$ cat src/rtl/johnson_count_decoder.sv
// johnson_count_decoder
//   Receive-side decoder for a WIDTH-bit Johnson code bus.
//   It validates each sampled code and decodes it to a binary index.
//   It also tracks the step direction and flags illegal codes and skipped states.
//   Optional feature macro: JOHNSON_DEC_ERR_CNT_EN enables an 8-bit saturating error
//   counter on err_count. When the macro is undefined, err_count is tied to zero.
module johnson_count_decoder #(
  parameter int unsigned WIDTH      = 4,
  parameter int unsigned LOCK_COUNT = 2,
  localparam int unsigned IW        = $clog2(2 * WIDTH)
) (
  input  logic             clk,
  input  logic             rst_n,
  input  logic             sample_en,
  input  logic [WIDTH-1:0] johnson_in,
  input  logic             clear_err,
  output logic [IW-1:0]    index_out,
  output logic             index_valid,
  output logic             step,
  output logic             dir_up,
  output logic             code_err,
  output logic             seq_err,
  output logic             locked,
  output logic             err_sticky,
  output logic [7:0]       err_count
);

  localparam int unsigned N  = 2 * WIDTH;
  localparam int unsigned DW = IW + 1;
  localparam int unsigned CW = (LOCK_COUNT < 2) ? 1 : $clog2(LOCK_COUNT + 1);

  typedef enum logic [0:0] {
    UNLOCKED = 1'b0,
    LOCKED   = 1'b1
  } state_t;

  state_t        state_q, state_d;
  logic [CW-1:0] cnt_q, cnt_d;
  logic [IW-1:0] index_d;
  logic          index_valid_d;
  logic          step_d;
  logic          dir_up_d;
  logic          code_err_d;
  logic          seq_err_d;
  logic          err_sticky_d;
  logic          any_err_d;

  logic          code_legal;
  logic [IW-1:0] code_idx;
  logic [DW-1:0] diff_w;
  logic [IW-1:0] delta;
  logic          is_hold;
  logic          is_up;
  logic          is_dn;

  // Index of a Johnson code. A code with bit 0 set is in the filling half, so the index
  // is its count of ones. Otherwise it is in the emptying half, so the index is N minus
  // its count of ones.
  function automatic logic [IW-1:0] decode_idx(input logic [WIDTH-1:0] code);
    int unsigned ones;
    ones = 0;
    for (int i = 0; i < int'(WIDTH); i++) begin
      if (code[i]) ones++;
    end
    if (ones == 0) return '0;
    if (code[0]) return IW'(ones);
    return IW'(N - ones);
  endfunction

  // A legal code has at most one transition between adjacent bits.
  function automatic logic is_legal(input logic [WIDTH-1:0] code);
    logic [WIDTH-2:0] t;
    t = code[WIDTH-1:1] ^ code[WIDTH-2:0];
    return (t & (t - (WIDTH-1)'(1))) == '0;
  endfunction

  // Classify the new sample against the previous legal index, using a modulo-N distance.
  always_comb begin
    code_legal = is_legal(johnson_in);
    code_idx   = decode_idx(johnson_in);
    diff_w     = {1'b0, code_idx} + DW'(N) - {1'b0, index_out};
    if (diff_w >= DW'(N)) diff_w = diff_w - DW'(N);
    delta      = diff_w[IW-1:0];
    is_hold    = (delta == '0);
    is_up      = (delta == IW'(1));
    is_dn      = (delta == IW'(N - 1));
  end

  // Next state and next register values for the lock tracker.
  always_comb begin
    state_d       = state_q;
    cnt_d         = cnt_q;
    index_d       = index_out;
    dir_up_d      = dir_up;
    index_valid_d = 1'b0;
    step_d        = 1'b0;
    code_err_d    = 1'b0;
    seq_err_d     = 1'b0;

    if (sample_en) begin
      if (!code_legal) begin
        code_err_d = 1'b1;
        cnt_d      = '0;
        state_d    = UNLOCKED;
      end else begin
        index_d       = code_idx;
        index_valid_d = 1'b1;
        unique case (state_q)
          UNLOCKED: begin
            if (cnt_q == '0) begin
              cnt_d = CW'(1);
            end else if (is_hold || is_up || is_dn) begin
              cnt_d = cnt_q + CW'(1);
              if (!is_hold) begin
                step_d   = 1'b1;
                dir_up_d = is_up;
              end
            end else begin
              seq_err_d = 1'b1;
              cnt_d     = CW'(1);
            end
            if (cnt_d >= CW'(LOCK_COUNT)) state_d = LOCKED;
          end
          LOCKED: begin
            if (is_up || is_dn) begin
              step_d   = 1'b1;
              dir_up_d = is_up;
            end else if (!is_hold) begin
              seq_err_d = 1'b1;
              cnt_d     = CW'(1);
              state_d   = UNLOCKED;
            end
          end
          default: state_d = UNLOCKED;
        endcase
      end
    end

    any_err_d = code_err_d | seq_err_d;
    if (any_err_d)      err_sticky_d = 1'b1;
    else if (clear_err) err_sticky_d = 1'b0;
    else                err_sticky_d = err_sticky;
  end

  // State, lock counter and registered outputs.
  always_ff @(posedge clk or negedge rst_n) begin
    if (!rst_n) begin
      state_q     <= UNLOCKED;
      cnt_q       <= '0;
      index_out   <= '0;
      index_valid <= 1'b0;
      step        <= 1'b0;
      dir_up      <= 1'b0;
      code_err    <= 1'b0;
      seq_err     <= 1'b0;
      locked      <= 1'b0;
      err_sticky  <= 1'b0;
    end else begin
      state_q     <= state_d;
      cnt_q       <= cnt_d;
      index_out   <= index_d;
      index_valid <= index_valid_d;
      step        <= step_d;
      dir_up      <= dir_up_d;
      code_err    <= code_err_d;
      seq_err     <= seq_err_d;
      locked      <= (state_d == LOCKED);
      err_sticky  <= err_sticky_d;
    end
  end

`ifdef JOHNSON_DEC_ERR_CNT_EN
  // Saturating error counter. A new error in the same cycle as clear_err restarts it at 1.
  always_ff @(posedge clk or negedge rst_n) begin
    if (!rst_n) begin
      err_count <= 8'd0;
    end else if (any_err_d) begin
      if (clear_err)                err_count <= 8'd1;
      else if (err_count != 8'hFF)  err_count <= err_count + 8'd1;
    end else if (clear_err) begin
      err_count <= 8'd0;
    end
  end
`else
  assign err_count = 8'd0;
`endif

endmodule

$ cat config.mk
export PLATFORM = sky130hd
export DESIGN_NAME = johnson_count_decoder
export DESIGN_NICKNAME = d
export VERILOG_FILES = /design/src/rtl/johnson_count_decoder.sv
export SDC_FILE = /design/constraint.sdc
export NUM_CORES = 1
export LEC_CHECK = 0
export ABC_AREA = 1
export CORE_MARGIN = 1
export CORE_UTILIZATION = 41
export CTS_CLUSTER_SIZE = 10
export DETAILED_ROUTE_END_ITERATION = 12
export HOLD_SLACK_MARGIN = 0.06
export MAX_ROUTING_LAYER = met4
export PLACE_DENSITY = 0.8
export SLEW_MARGIN = 20
export SYNTH_ARGS = -nofsm -noshare
export SYNTH_HDL_FRONTEND = slang
export SYNTH_SLANG_ARGS = --single-unit
$ cat constraint.sdc
create_clock -name clk -period 2.03 [get_ports clk]
set_clock_uncertainty 0.2 [all_clocks]
set_input_delay 0.203 -clock clk [delete_from_list [all_inputs] [get_ports clk]]
set_output_delay 0.203 -clock clk [all_outputs]
set_load 0.005 [all_outputs]
==> flow_summary.yaml, run 1 <==
setup_path:
  cp_slowest_stage_delay_ns: 0.44
  cp_num_buf_inv: 7
  r2r-start: "index_out[0]"
  critPathLaunchType: "input pin"
  cpLargestDelayFamily: "adder cells"
  required_ns: 2.00
  endpoint_kind: "flop"
  r2r_slack_ns: -0.22
  setup.worst_path.class: "input pin to flop"
  slowest_stage: "fa_2"
  critical_path.cell_chain: "buf_8 > inv_8 > ha_4 > xor2_4 > buf_6 > xor2_4 > buf_4 > buf_4 > buf_4 > nand2_4 > ha_4 > fa_2 > xnor2_4 > inv_2 > nand3_2 > nand3_2 > nand2_4 > nand2_4 > nand2_4 > nand2_2 > nand2_1 > nand2_1"
  crit_top_cell: "nand2_4"
  worstPathArrival_ns: 3.00
  r2r_cells: 12
  path_max_fanout: 4
  timing.rr.end: "cnt_q[1]"
sta:
  fin_crit_ns: 3.03
  slew_viol_final: 0
  setup_ws_ns: -0.996
  worst_pin_slew_ns: 0.584
  rsz0062_at_grt: "yes"
  maxSlewHeadroom_pct: 60.9
  max_freq_mhz: 330
  hold_viol: 0
  timing.final.crit_share_pct: 149
  setup_viol: 8
min_path:
  hold_class: "input pin to async pin"
place:
  hpwlAfterDp_um: 1590
  gp_congestion: 0.900
  place_inst: 173
  numPortBuffers: 17
  dpl_worst_slack_ns: -1.83
clock_tree:
  ctsHoldBuffers: 0
  worst_skew_pair.late_latency_ns: 0.28
  htree_levels: 1
  cts_tree: "done"
  clk_path_buf_depth: 2
  cts.sinks: 12
  root_buffer: "clkbuf_4"
  cts_buffers: 3
  clk_pin_slew_ns: 0.08
layout:
  final_nets: 179
  diodes: 0
  final_cells: 190
  area.sequential_um2: 300
  area_delta_synth_final_pct: 75.1
  drive_gt1_share_pct: 48.5
  fillers: 109
  final_cell_mix: "buf_4 (24), nand2_1 (19), clkdlybuf4s50_1 (13)"
  multi_input_area_um2: 733
  final_common_cell: "buf_4"
drt:
  dr_wl_met2_um: 1470
  first_pass_iters: 5
  postRouteAntennaNets: 0
  wl_per_cell_um: 14.5
  drt_iter0_markers: 24
  routed_wl_um: 2760
  dr.max_layer_used: "met4"
  routedLengthMet1_um: 1130
  met3WireLength_um: 117
  vias: 948
  post-route-drc-count: 0
  viasPerCell: 4.99
logic_synthesis:
  syn_inst: 115
  synth_area_um2: 910
  synth_area_leader_cell: "dfrtp_1"
  syn_area_per_cell_um2: 7.91
  synth_cell_types: 25
  ys_ff_latch: 12
  synth_sequential_area_ratio_pct: 33.0
  synth_area_leaders: "dfrtp_1 (33%), nand2_1 (9.1%), ha_1 (8.3%)"
  yosys_warnings: 0
  yosys.area.top_type_share_pct: 33.0
status:
  status: "finished, violations left"
  violations: "negative setup slack"
global_routing:
  track_usage_pct: 20.4
  antenna_found_initial: 0
  grt_pass1_wl_um: 3630
  first_global_vias: 884
  grt_max_degree: 13
  grt-ovfl-total: 0
floorplan:
  rows: 16
  fp.dieW_um: 49.1
  dieArea_um2: 2410
  fp.dieH_um: 49.1
  coreArea_um2: 2020
  initial_utilization_pct: 45.0
  ios: 26
power:
  clkPwrFrac_pct: 12.5
  vdd_drop_max_mv: 0.552
  p_sw_share_pct: 39.8
  p_switching_mw: 0.617
  internal_power_mw: 0.932
  p_leak_nw: 0.764
  p_per_area_nw_per_um2: 972
  power.share.sequential_pct: 21.2
  share_comb_of_total_power_pct: 66.3
  power.total_mw: 1.55
job:
  drv_cap: 0
[power groups by stage]
stage | clock, mW | sequential, mW | combinational [mW]
global route | 0.218 | 0.334 | 1.09
floorplan | 0 | 0.324 | 0.369
CTS | 0.200 | 0.318 | 0.734
detailed placement | 0 | 0.322 | 0.602
finish | 0.194 | 0.328 | 1.03
global placement | 0 | 0.319 | 0.571
[cells in the mapped netlist]
| cell | number |
|---|---|
| a21oi_2 | 1 |
| buf_4 | 8 |
| clkinv_1 | 1 |
| conb_1 | 1 |
| dfrtp_1 | 12 |
| fa_1 | 1 |
| ha_1 | 6 |
| inv_1 | 15 |
| inv_2 | 2 |
| mux2i_1 | 1 |
| nand2_1 | 22 |
| nand2_2 | 11 |
| nand3_1 | 9 |
| nand3_2 | 3 |
| nand3b_1 | 1 |
| nand4_1 | 1 |
| nor2_1 | 6 |
| nor2_4 | 2 |
| o211ai_1 | 2 |
| o21ai_0 | 4 |
| o21ai_1 | 1 |
| o22ai_1 | 1 |
| or2_1 | 1 |
| xnor2_1 | 1 |
| xor2_1 | 2 |
[through the flow]
step                      util [%]  TNS, ns  hold WS (ns)  instance area (um^2)
after CTS                     67.8    -5.65        0.0943                  1370
after detailed placement      61.9   -14.03         0.277                  1250
final                         78.8    -6.66        0.0937                  1590
after global routing          78.8    -7.34         0.107                  1590
after floorplan                  -    -5.63        -0.293                   996
after global placement        61.9   -13.07         0.261                  1250
[worst reg2reg max path, delay by kind of cell (launching register included)]
| kind | cells | cell delay (ns) |
|---|---|---|
| adders and majority gates | 2 | 0.62 |
| and+or+nand+nor | 8 | 0.60 |
| DFF | 1 | 0.42 |
| xor gates and xnor gates | 1 | 0.24 |
| buffers and inverters | 1 | 0.08 |
[area by class of cell]
class,instances,area share (%)
flip-flops and latches,12,18.9
multi-input cells,84,46.0
well taps,27,2.12
repair buffers,45,25.7
clock buffers,4,2.28
inverters,18,5.03
[registers in the layout (all words and copies together) (netlist names)]
register,count
seq_err,1
dir_up,1
index_valid,1
step,1
code_err,1
state_q,1
index_out,3
err_sticky,1
cnt_q,2
[logic make-up after synthesis]
logic type,after synthesis,share of synthesized area [%]
compound gates,9,6.05
xor+xnor,3,2.89
fa+ha+maj,7,10.5
buf+inv,26,14.0
flops,12,33.0
mux,1,1.10
other cells,1,0.412
simple gates,56,32.1
[layer usage]
| metal | up-vias | track usage [%] |
|---|---|---|
| met5 | - | - |
| met2 | 43 | 35.6 |
| li1 | 444 | - |
| met4 | 0 | 6.37 |
| met1 | 453 | 22.0 |
| met3 | 8 | 5.92 |
[repair_timing]
item,in CTS,in global routing
resized for setup,21,35
buffers inserted,7,6
pin swaps,12,15
setup endpoints to repair,10,9
[worst max-delay path by stage]
| stage | start | to | slack (ns) | cells past startpoint |
|---|---|---|---|---|
| 2_1_floorplan | johnson_in[0] | cnt_q[1] | -0.94 | 16 |
| 3_3_place_gp | johnson_in[0] | cnt_q[1] | -1.69 | 22 |
| 3_5_place_dp | johnson_in[0] | cnt_q[1] | -1.83 | 17 |
| 4_1_cts | johnson_in[0] | cnt_q[1] | -0.91 | 17 |
| 5_1_grt | johnson_in[0] | cnt_q[1] | -1.10 | 21 |
| 6_report | johnson_in[0] | cnt_q[1] | -1.0 | 22 |
Note: power is estimated with default switching activity, not from simulation.
==> inputs of run 2 (changes only) <==
--- a/config.mk
+++ b/config.mk
@@ -13,7 +13,7 @@
 export HOLD_SLACK_MARGIN = 0.06
 export MAX_ROUTING_LAYER = met4
 export PLACE_DENSITY = 0.8
-export SLEW_MARGIN = 20
+export SLEW_MARGIN = 10
 export SYNTH_ARGS = -nofsm -noshare
 export SYNTH_HDL_FRONTEND = slang
 export SYNTH_SLANG_ARGS = --single-unit
==> results of run 2 <==
The final DEF is identical to that of run 1; final timing and power are the same.
